`config.mk`:
```
export PLATFORM = sky130hd
export DESIGN_NAME = pid_fast_stretch
export DESIGN_NICKNAME = d
export VERILOG_FILES = /design/src/rtl/pid_pkg.sv /design/src/rtl/flex_counter.sv /design/src/rtl/pid_fast_stretch.sv
export SDC_FILE = /design/constraint.sdc
export NUM_CORES = 1
export LEC_CHECK = 0
export ABC_AREA = 1
export CORE_ASPECT_RATIO = 0.5
export CORE_MARGIN = 10
export CORE_UTILIZATION = 45
export DETAILED_ROUTE_END_ITERATION = 12
export PLACE_DENSITY = 0.74
export SYNTH_ARGS = -nofsm -noshare
export SYNTH_HDL_FRONTEND = slang
export SYNTH_SLANG_ARGS = --single-unit
```
`constraint.sdc`:
```
create_clock -name clk -period 2.12 [get_ports clk]
set_input_delay 0.424 -clock clk [delete_from_list [all_inputs] [get_ports clk]]
set_output_delay 0.424 -clock clk [all_outputs]
set_load 0.01 [all_outputs]
```
`src/rtl/pid_pkg.sv`:
```
// pid_pkg: shared FSM states, PID type, reserved-PID constant and PID wire encoding
package pid_pkg;

    typedef enum logic [1:0] {IDLE, HOLD, GAP} state_e;

    typedef logic [3:0] pid_t;

    localparam pid_t PID_RESERVED = 4'h0;

    function automatic logic [7:0] pid_encode(input pid_t pid);
        return {~pid, pid};
    endfunction

endpackage

```
`src/rtl/flex_counter.sv`:
```
// flex_counter: bit-period counter wrapping at ROLLOVER-1, reloaded to zero by clear_i
module flex_counter #(
    parameter int ROLLOVER = 8
) (
    input  logic clk,
    input  logic rst,
    input  logic clear_i,
    input  logic en_i,
    output logic roll_o
);

    localparam int W = $clog2(ROLLOVER);

    logic [W-1:0] count_q, count_d;

    assign roll_o = count_q == W'(ROLLOVER - 1);

    // next count: clear wins, otherwise advance and wrap on the last count of the period
    always_comb count_d = clear_i ? '0 : !en_i ? count_q : roll_o ? '0 : count_q + W'(1);

    // count register
    always_ff @(posedge clk)
        if (rst) count_q <= '0;
        else     count_q <= count_d;

endmodule

```
`src/rtl/pid_fast_stretch.sv`:
```
// pid_fast_stretch: queues single-cycle PID requests and replays each as a one-bit-period enable pulse.
// Define PID_CHECK_EN to reject the reserved PID 4'h0 at the input.
module pid_fast_stretch
    import pid_pkg::*;
#(
    parameter int CLKS_PER_BIT = 8,
    parameter int DEPTH        = 4
) (
    input  logic                   clk,
    input  logic                   rst,
    input  logic                   fast_enable,
    input  logic [3:0]             pid_in,
    output logic                   slow_enable,
    output logic [7:0]             pid_out,
    output logic [$clog2(DEPTH):0] pending,
    output logic                   overflow
);

    localparam int AW = $clog2(DEPTH);
    localparam int CW = AW + 1;

    pid_t          mem_q [DEPTH];
    logic [AW-1:0] wr_q, rd_q;
    logic [CW-1:0] cnt_q, cnt_d;
    pid_t          pid_q;
    logic          overflow_q;
    state_e        state_q, state_d;
    logic          pid_ok, full, push, pop, drop;
    logic          tmr_clear, tmr_en, tmr_roll;

`ifdef PID_CHECK_EN
    assign pid_ok = pid_in != PID_RESERVED;
`else
    assign pid_ok = 1'b1;
`endif

    assign full = cnt_q == CW'(DEPTH);
    assign pop  = state_q == IDLE && cnt_q != '0;
    assign push = fast_enable && pid_ok && (!full || pop);
    assign drop = fast_enable && pid_ok && full && !pop;

    assign slow_enable = state_q == HOLD;
    assign pid_out     = state_q == HOLD ? pid_encode(pid_q) : 8'h00;
    assign pending     = cnt_q;
    assign overflow    = overflow_q;

    // occupancy follows push/pop; a simultaneous push and pop leaves it unchanged
    always_comb cnt_d = (push && !pop) ? cnt_q + CW'(1) : (pop && !push) ? cnt_q - CW'(1) : cnt_q;

    // queue storage; contents are meaningless once pointers are reset
    always_ff @(posedge clk)
        if (push) mem_q[wr_q] <= pid_in;

    // queue pointers, occupancy, presented PID and sticky overflow
    always_ff @(posedge clk) begin
        if (rst) begin
            wr_q       <= '0;
            rd_q       <= '0;
            cnt_q      <= '0;
            pid_q      <= '0;
            overflow_q <= 1'b0;
        end else begin
            if (push) wr_q <= wr_q + AW'(1);
            if (pop) begin
                rd_q  <= rd_q + AW'(1);
                pid_q <= mem_q[rd_q];
            end
            cnt_q <= cnt_d;
            if (drop) overflow_q <= 1'b1;
        end
    end

    // state register
    always_ff @(posedge clk)
        if (rst) state_q <= IDLE;
        else     state_q <= state_d;

    // next state and timer control; the timer restarts at every state entry
    always_comb begin
        state_d   = state_q;
        tmr_clear = 1'b0;
        tmr_en    = 1'b0;
        case (state_q)
            IDLE: begin
                tmr_clear = 1'b1;
                if (pop) state_d = HOLD;
            end
            HOLD: begin
                tmr_en = 1'b1;
                if (tmr_roll) begin
                    state_d   = GAP;
                    tmr_clear = 1'b1;
                end
            end
            GAP: begin
                tmr_en = 1'b1;
                if (tmr_roll) begin
                    state_d   = IDLE;
                    tmr_clear = 1'b1;
                end
            end
            default: begin
                state_d   = IDLE;
                tmr_clear = 1'b1;
            end
        endcase
    end

    flex_counter #(.ROLLOVER(CLKS_PER_BIT)) u_tmr (
        .clk     (clk),
        .rst     (rst),
        .clear_i (tmr_clear),
        .en_i    (tmr_en),
        .roll_o  (tmr_roll)
    );

endmodule

```
Yosys cells after proc, flatten, opt, wreduce, memory -nomap -nowiden --
Memory sizes are Yosys's and may differ from the RTL's. A register that Yosys moved wholly into a read port is not among the register bits. Index checks and enable logic that the tools add are counted. Widths: inputs -> output; s select.
Word-level totals: memory bits (writable) 16, output and inout bits 13, input bits 7, memories 1, flip-flop bits (word level) 13
Cells by class: bitwise operators 1, multiplexer cells 13, equality and inequality tests 7, reductions and logical operators 16, add/sub/neg operators 5
Memory list:
- mem_q | words 4, width 4, rd ports 1, clocked after Yosys merged registers in 1, write ports 1, RTL line pid_fast_stretch.sv:22 | pid_t mem_q [DEPTH];
Operator list (count):
- $mux 3 | 3
- $mux 8 | 1
- $add 3x1->3 const B | 2
- $eq 3x3->1 const B | 2
- $logic_and 1x1->1 | 6
- $mux 2 | 3
- $pmux 2 s3 | 1
- $mux 1 | 5
- $add 2x1->2 const B | 2
- $ne 2x1->1 const B | 2
- $not 4->4 | 1
- $reduce_or 2->1 | 2
- $logic_not 1->1 | 3
- $reduce_and 3->1 | 1
- $reduce_bool 3->1 | 1
- $sub 3x1->3 const B | 1
- $eq 2x1->1 const B | 1
- $eq 2x2->1 const B | 1
- $logic_not 2->1 | 1
- $ne 2x2->1 const B | 1
- $reduce_bool 2->1 | 1
- $logic_or 1x1->1 | 1

Logic depth before layout (Yosys ltp) --
Gate-level depths: netlist of the first run.
depth after elaboration 8, depth in mapped cells 15, mapped depth without buffers 15

Modules after synthesis --
Synthesis of the first run repeated with hierarchy kept, for this count alone.
Second synthesis, totals: cell total of the unflattened synthesis 204, area, all modules 1652.8 sq um
By module, submodules not included:
- pid_fast_stretch | times used 1, seq. area each 760.7 sq um, area each 1498.9 sq um, cells an instance 183
- flex_counter | times used 1, seq. area each 60.1 sq um, area each 153.9 sq um, cells an instance 21

Worst setup path after synthesis of the first run --
Ideal clock, no wire load.
path type register -> register, from reg state_q[0], to reg cnt_q[1], in the netlist pending[1], data arrival time 1.824 ns, setup time 0.116 ns, stages on the path, launching flop included 12, path buffers 0, path slack 0.181 ns, path through dfxtp_1 inv_1 ha_1 inv_2 nand3_2 nand2_4 inv_2 ha_1 inv_1 fa_1 o21ai_0 nor2_1
On the way: elaborated cells between the ends (all ways) 10, those cells by class 1 x mux; 9 x reduce/logical
RTL lines:
- start: declaration | RTL line pid_fast_stretch.sv:27 | state_e state_q, state_d;
- start signal: assignment | RTL line pid_fast_stretch.sv:76 | else state_q <= state_d;
- $logic_not 2->1 | RTL line pid_fast_stretch.sv:38 | assign pop = state_q == IDLE && cnt_q != '0;
- $logic_and 1x1->1 | RTL line pid_fast_stretch.sv:38
- $logic_or 1x1->1 | RTL line pid_fast_stretch.sv:39 | assign push = fast_enable && pid_ok && (!full || pop);
- $logic_and 1x1->1 | RTL line pid_fast_stretch.sv:39
- named net push | RTL line pid_fast_stretch.sv:28 | logic pid_ok, full, push, pop, drop;
- $logic_and 1x1->1 | RTL line pid_fast_stretch.sv:48 | always_comb cnt_d = (push && !pop) ? cnt_q + CW'(1) : (pop && !push) ? cnt_q - CW'(1) : cnt_q;
- $mux 3 | RTL line pid_fast_stretch.sv:48
- named net cnt_d[1] | RTL line pid_fast_stretch.sv:24 | logic [CW-1:0] cnt_q, cnt_d;
- end signal: assignment | RTL line pid_fast_stretch.sv:68 | cnt_q <= cnt_d;
- end: declaration | RTL line pid_fast_stretch.sv:24
The timed path passes the listed nets, and every way through them passes these cells. A chain may end at the register's enable or synchronous reset.

Worst setup path in the final report of the first run --
from reg state_q[0], to reg cnt_q[2], in the netlist pending[2]
On the way: cells in the longest elaborated chain, start to end 7, elaborated cells between the ends (all ways) 10, those cells by class 1 x mux; 9 x reduce/logical
RTL lines (RTL line):
- $logic_not 2->1 * | pid_fast_stretch.sv:38
- $logic_and 1x1->1 * | pid_fast_stretch.sv:38
- $logic_or 1x1->1 * | pid_fast_stretch.sv:39
- $logic_and 1x1->1 * | pid_fast_stretch.sv:39
- named net push | pid_fast_stretch.sv:28
- $logic_not 1->1 | pid_fast_stretch.sv:48
- $logic_and 1x1->1 | pid_fast_stretch.sv:48
- $reduce_bool 2->1 (no source line)
The timed path passes the listed nets; every way through them passes the cells marked *.

==> impl_metrics.py, run 1 <==
metrics = {
    "clocking": {
        "clk_latency_ps": 290,
        "post_cts_buffers": 0,
        "cts_tree": "yes",
        "htreeDepth": 2,
        "clock_sinks": 33,
        "cts-buffers-inserted": 5,
        "ctsRootBufferMaster": "clkbuf_8",
        "clk_path_buf_depth": 2,
        "hold_buffers": 0,
        "cts.reportedPaths.clkPinSlew_ps": 60,
    },
    "worst_setup_path": {
        "crit_fanout": 3,
        "critPathLaunchType": "flip-flop",
        "worst_ep_arrival_time_ps": 2190,
        "critical_path_buf_inv_count": 5,
        "r2r-end": "pending[2]",
        "cp-end-kind": "flip-flop",
        "r2r-start": "state_q[0]",
        "crit_path_end": "pending[2]",
        "cp_top_family": "adder cells",
        "startpoint": "state_q[0]",
        "critPathKind": "reg2reg",
        "cp_cell_sequence": "inv_1 > ha_2 > inv_2 > nand3_2 > nand2_4 > inv_2 > ha_1 > inv_1 > fa_1 > inv_1 > nand2_1 > nand3_1 > nand2_1 > nand2_1 > nor2_1",
        "critical_path_required_ps": 2300,
        "ff2ff_path_depth": 15,
        "slowest_stage": "fa_1",
        "cpPeakStageDelay_ps": 380,
        "cp.depth": 15,
        "r2r_slack_ps": 110,
    },
    "floorplanning": {
        "coreArea_um2": 3470,
        "ios": 20,
        "dieArea_um2": 6610,
        "die_x_um": 105,
        "rows": 15,
        "die_h_um": 62.7,
        "start_util": 0.473,
    },
    "global_routing": {
        "overflow": 0,
        "antenna_found_initial": 0,
        "grt_max_degree": 12,
        "grt_pass1_vias": 1290,
        "track_usage": 0.104,
        "grt_pass1_wl_um": 5550,
    },
    "synth": {
        "synth_top_family_by_area": "simple AND/OR/NAND/NOR gates",
        "muxShareOfSynthArea": 0,
        "netlist_area_um2": 1640,
        "yosysTopAreaCell": "edfxtp_1",
        "synth_nets": 213,
        "synth-adder-area-share": 0.0884,
        "synth.distinct_cells": 21,
        "synth_area_leaders": "edfxtp_1 (29%), dfxtp_1 (21%), nand2_1 (12%), ha_1 (7.6%), inv_1 (7.3%)",
        "synth_compound_area_frac": 0.0381,
        "avgSynthCellArea_um2": 8.42,
        "yosysTopAreaCellShare": 0.293,
        "ys_ff_latch": 33,
        "seq_area_frac_synth": 0.500,
        "ys_warn_count": 0,
        "synth-simple-area-share": 0.274,
        "syn-instance-count": 195,
        "synth_xor_area_frac": 0,
    },
    "detailed_routing": {
        "avgViaCountPerCell": 4.65,
        "wl_per_cell_um": 12.0,
        "drtPass1Iterations": 4,
        "via_count": 1283,
        "drcViolationCount": 0,
        "drt_iter0_markers": 31,
        "postRouteAntennaNets": 0,
        "routed_wl_um": 3320,
    },
    "run_status": {
        "outcome": "complete, no violations",
    },
    "timing": {
        "fmax_mhz": 499,
        "period_needed_ps": 2010,
        "rsz0062_at_grt": "no",
        "finalHoldViolCount": 0,
        "relSlewSlack": 0.701,
        "slew_violations": 0,
        "min_period_over_period": 0.946,
        "setup_viol_count_final": 0,
        "worst_slack_ps": 114,
        "skew_ps": 5.16,
        "tightest_slew_ps": 447,
        "whs_ps": 427,
    },
    "power_and_ir_drop": {
        "ir_worst_vdd_mv": 0.556,
        "p_per_area_nw_per_um2": 1310,
        "total_leakage_power_nw": 1.00,
    },
    "placed_design": {
        "io_buffer_count": 19,
        "dp_hpwl_um": 2350,
        "routabilityCongestion": 0.751,
        "dp_cells": 268,
        "post-place-ws_ps": -38.2,
        "placed_area_um2": 1910,
    },
    "final_layout": {
        "final_cell_count_no_fill": 276,
        "fin_area_um2": 2070,
        "final_nets": 242,
        "area_growth_syn_to_layout_pct": 26.0,
        "antenna_cells": 0,
        "final_util": 0.596,
        "layout-drive-gt1-share": 0.147,
        "num-fill-cells": 297,
    },
    "worst_hold_path": {
        "min_path_type": "reg2reg",
    },
    "run": {
        "cap_violations": 0,
    },
}
[cells in the mapped netlist]
| cell type | count |
|---|---|
| a21oi_1 | 6 |
| a21oi_2 | 2 |
| buf_12 | 1 |
| buf_2 | 1 |
| clkinv_1 | 1 |
| dfxtp_1 | 17 |
| edfxtp_1 | 16 |
| fa_1 | 1 |
| ha_1 | 10 |
| inv_1 | 32 |
| inv_2 | 4 |
| nand2_1 | 51 |
| nand2_2 | 5 |
| nand2_4 | 3 |
| nand3_1 | 12 |
| nand3_2 | 1 |
| nand3b_1 | 1 |
| nand4_1 | 1 |
| nor2_1 | 26 |
| nor2_4 | 1 |
| o21ai_0 | 3 |
[area by class of cell]
type / instances / area (um2) / area share
inverter: 37 / 139 / 0.0672
clock buffer: 5 / 68.8 / 0.0333
multi-input combinational: 123 / 672 / 0.325
sequential: 33 / 822 / 0.397
clock inverter: 3 / 65.1 / 0.0315
tap: 51 / 63.8 / 0.0309
timing repair buffer: 24 / 238 / 0.115
[how the worst min path moves through the flow]
| stage | start | end | slack, ps | depth (start not counted) |
|---|---|---|---|---|
| floorplan | u_tmr.count_q[0] | u_tmr.count_q[0] | 400 | 1 |
| global placement | u_tmr.count_q[0] | u_tmr.count_q[0] | 410 | 1 |
| CTS | u_tmr.count_q[0] | u_tmr.count_q[0] | 430 | 1 |
| finish | u_tmr.count_q[0] | u_tmr.count_q[0] | 430 | 1 |
| global route | u_tmr.count_q[0] | u_tmr.count_q[0] | 470 | 1 |
| detailed placement | u_tmr.count_q[0] | u_tmr.count_q[0] | 420 | 1 |
[sequential cells by signal, indices dropped and copies added (netlist names)]
signal and count:
overflow 1, state_q 2, mem_q 16, rd_q 2, pending 3, pid_q 4
u_tmr.count_q 3, wr_q 2
[layout by cell type (no fill, tap or decap)]
master	instances
o21ai_1	1
nand2_1	51
buf_4	5
a21oi_2	2
nand4_1	1
nand3b_1	1
ha_2	1
clkinv_1	1
dfxtp_2	1
clkdlybuf4s50_1	15
nand3_1	12
ha_1	8
fa_1	1
clkbuf_8	5
ha_4	1
clkinv_2	1
nand2_2	5
nand2_4	3
o21ai_0	2
edfxtp_1	16
nor2_1	26
dlymetal6s2s_1	4
nor2_4	1
a21oi_1	6
bufinv_16	2
inv_2	5
dfxtp_1	16
nand3_2	1
inv_1	31
[report_power, final]
group          leakage [nW]  total, mW  internal (mW)  switching [mW]
combinational         0.647       1.10          0.459           0.644
sequential            0.287      0.900          0.788           0.112
clock                0.0681      0.699          0.467           0.232
total                  1.00       2.70           1.71           0.988
[stage by stage]
| stage | setup TNS (ps) | total power [mW] |
|---|---|---|
| after floorplan | 0 | 1.67 |
| after global placement | 0 | 1.93 |
| after detailed placement | -38.2 | 1.97 |
| after CTS | 0 | 2.71 |
| after global routing | 0 | 2.89 |
| final | 0 | 2.70 |
[logic make-up after synthesis]
family                     count (synthesis)
DFF                                       33
buffers and inverters                     39
adders and majority gates                 11
and+or+nand+nor                          101
AOI/OAI and AO/OA                         11
[metal layers]
metal,track usage,wire length [um]
met5,0,0
met4,0.0646,66
met3,0.0340,127
met2,0.187,1700
met1,0.102,1430
[timing repair]
| action | in CTS | in global routing |
|---|---|---|
| resized for setup | 2 | 8 |
| endpoints found under the hold margin | 0 | 0 |
| setup endpoints to repair | 5 | 6 |
| pin swaps | 0 | 0 |
Note: power is estimated with default switching activity, not from simulation.
==> inputs of run 2 (changes only) <==
- CORE_UTILIZATION: 45 -> 30
- PLACE_DENSITY: 0.74 -> 0.55
==> impl_metrics.py, run 2 (synthesis results as in run 1) <==
metrics = {
    "run_status": {
        "outcome": "complete, no violations",
    },
    "run": {
        "cap_violations": 0,
    },
    "power_and_ir_drop": {
        "p_per_area_nw_per_um2": 1230,
        "ir_worst_vdd_mv": 0.441,
        "finalPower_mw": 2.53,
        "total_leakage_power_nw": 0.972,
    },
    "detailed_routing": {
        "routed_wl_um": 3120,
        "wl_met2_um": 1480,
        "avgViaCountPerCell": 4.17,
        "met3_length_um": 120,
        "postRouteAntennaNets": 0,
        "top_layer": "met4",
        "drt_iter0_markers": 49,
        "via_count": 1225,
        "drcViolationCount": 0,
        "drtPass1Iterations": 4,
        "met1Wirelength_um": 1470,
        "wl_per_cell_um": 10.6,
    },
    "global_routing": {
        "grt_pass1_vias": 1101,
        "grt_max_degree": 12,
        "overflow": 0,
        "grt_pass1_wl_um": 5270,
        "antenna_found_initial": 0,
        "track_usage": 0.0713,
    },
    "final_layout": {
        "layout_commonest_cell": "nand2_1",
        "multi_input_area_um2": 682,
        "seqCellArea_um2": 822,
        "largestRegisters": "mem_q (16), pid_q (4)",
        "top_register": "mem_q",
        "largest_reg_flops": 16,
        "num-fill-cells": 520,
        "layout-drive-gt1-share": 0.138,
        "final_nets": 241,
        "final_cell_count_no_fill": 294,
        "area_growth_syn_to_layout_pct": 25.7,
        "final_cell_mix": "nand2_1 (51), inv_1 (30), nor2_1 (26), edfxtp_1 (16), dfxtp_1 (16)",
        "antenna_cells": 0,
        "final_util": 0.404,
    },
    "worst_setup_path": {
        "worst_ep_arrival_time_ps": 1540,
        "slowest_stage": "clkdlybuf4s50_1",
        "cpPeakStageDelay_ps": 530,
        "critPathLaunchType": "flip-flop",
        "cp_cell_sequence": "inv_2 > ha_4 > nand2_1 > inv_1 > clkdlybuf4s50_1",
        "cp-end-kind": "output port",
        "critPathKind": "reg2out",
        "r2r_slack_ps": 160,
        "critical_path_required_ps": 1700,
        "crit_fanout": 8,
    },
    "clocking": {
        "clk_path_buf_depth": 2,
        "htreeDepth": 2,
        "ctsRootBufferMaster": "clkbuf_8",
        "cts_tree": "yes",
        "clk_latency_ps": 280,
        "hold_buffers": 0,
        "cts.reportedPaths.clkPinSlew_ps": 60,
        "cts-buffers-inserted": 5,
        "clock_sinks": 33,
    },
    "timing": {
        "min_period_over_period": 0.926,
        "period_needed_ps": 1960,
        "setup_viol_count_final": 0,
        "worst_slack_ps": 157,
        "slew_violations": 0,
        "finalHoldViolCount": 0,
        "tightest_slew_ps": 414,
        "fmax_mhz": 509,
        "relSlewSlack": 0.723,
        "skew_ps": 7.74,
    },
    "floorplanning": {
        "coreArea_um2": 5110,
        "dieArea_um2": 9010,
        "ios": 20,
        "die_x_um": 125,
        "rows": 18,
        "start_util": 0.321,
        "die_h_um": 72.3,
    },
    "worst_hold_path": {
        "min_path_type": "reg2reg",
    },
    "placed_design": {
        "dp_hpwl_um": 2420,
        "post-place-ws_ps": -14.6,
        "io_buffer_count": 19,
        "routabilityCongestion": 0.781,
        "dp_cells": 285,
    },
}
-- run 2: cell types whose count changed in the layout (fill, tap and decap cells not counted), sizes merged --
cell / before / now
buf: 5 / 4
bufinv: 2 / 1
clkbuf: 5 / 6
dlygate4sd2: 0 / 1
dlymetal6s2s: 4 / 3
-- run 2: cell type report --
| cell class | count | share of cell area |
|---|---|---|
| clock buffers | 6 | 0.0352 |
| repair buffers | 23 | 0.110 |
| inverters | 37 | 0.0673 |
| clock inverters | 2 | 0.0164 |
| well taps | 70 | 0.0424 |
| flip-flops and latches | 33 | 0.398 |
| multi-input cells | 123 | 0.331 |
-- run 2: metal layers --
layer | up-vias | track usage
li1 | 655 | -
met1 | 549 | 0.0813
met2 | 16 | 0.117
met3 | 5 | 0.0247
met4 | 0 | 0.0385
met5 | - | 0
-- run 2: final timing paths --
kind | start | end | cells after the start
min reg2reg | u_tmr.count_q[0] | u_tmr.count_q[0] | 1
max reg2reg | state_q[1] | pending[1] | 11
max | state_q[1] | pid_out[0] | 5
min | u_tmr.count_q[0] | u_tmr.count_q[0] | 1
-- run 2: what timing repair did --
| action | CTS | global route |
|---|---|---|
| buffers inserted | 0 | 1 |
| setup endpoints to repair | 4 | 9 |
| resized for setup | 2 | 10 |
| pin swaps | 0 | 1 |
-- run 2: metrics by stage --
stage,area [um2],hold WS (ps),setup TNS (ps)
finish,2060,430,0
global route,2060,447,-3.67
CTS,2020,431,-19.6
global placement,1920,409,0
floorplan,1640,399,0
detailed placement,1920,422,-14.6
-- run 2: worst max-delay path, delay by kind of cell (launching register included) --
kind          cells  cell delay, ps
fa+ha+maj         1             180
buf+inv           3             670
flops             1             340
simple gates      1              60
-- run 2: report_power, final --
group,switching [mW],internal [mW],total [mW],leakage (nW)
registers,0.109,0.788,0.898,0.287
logic,0.618,0.449,1.07,0.632
clock network,0.218,0.347,0.565,0.0528
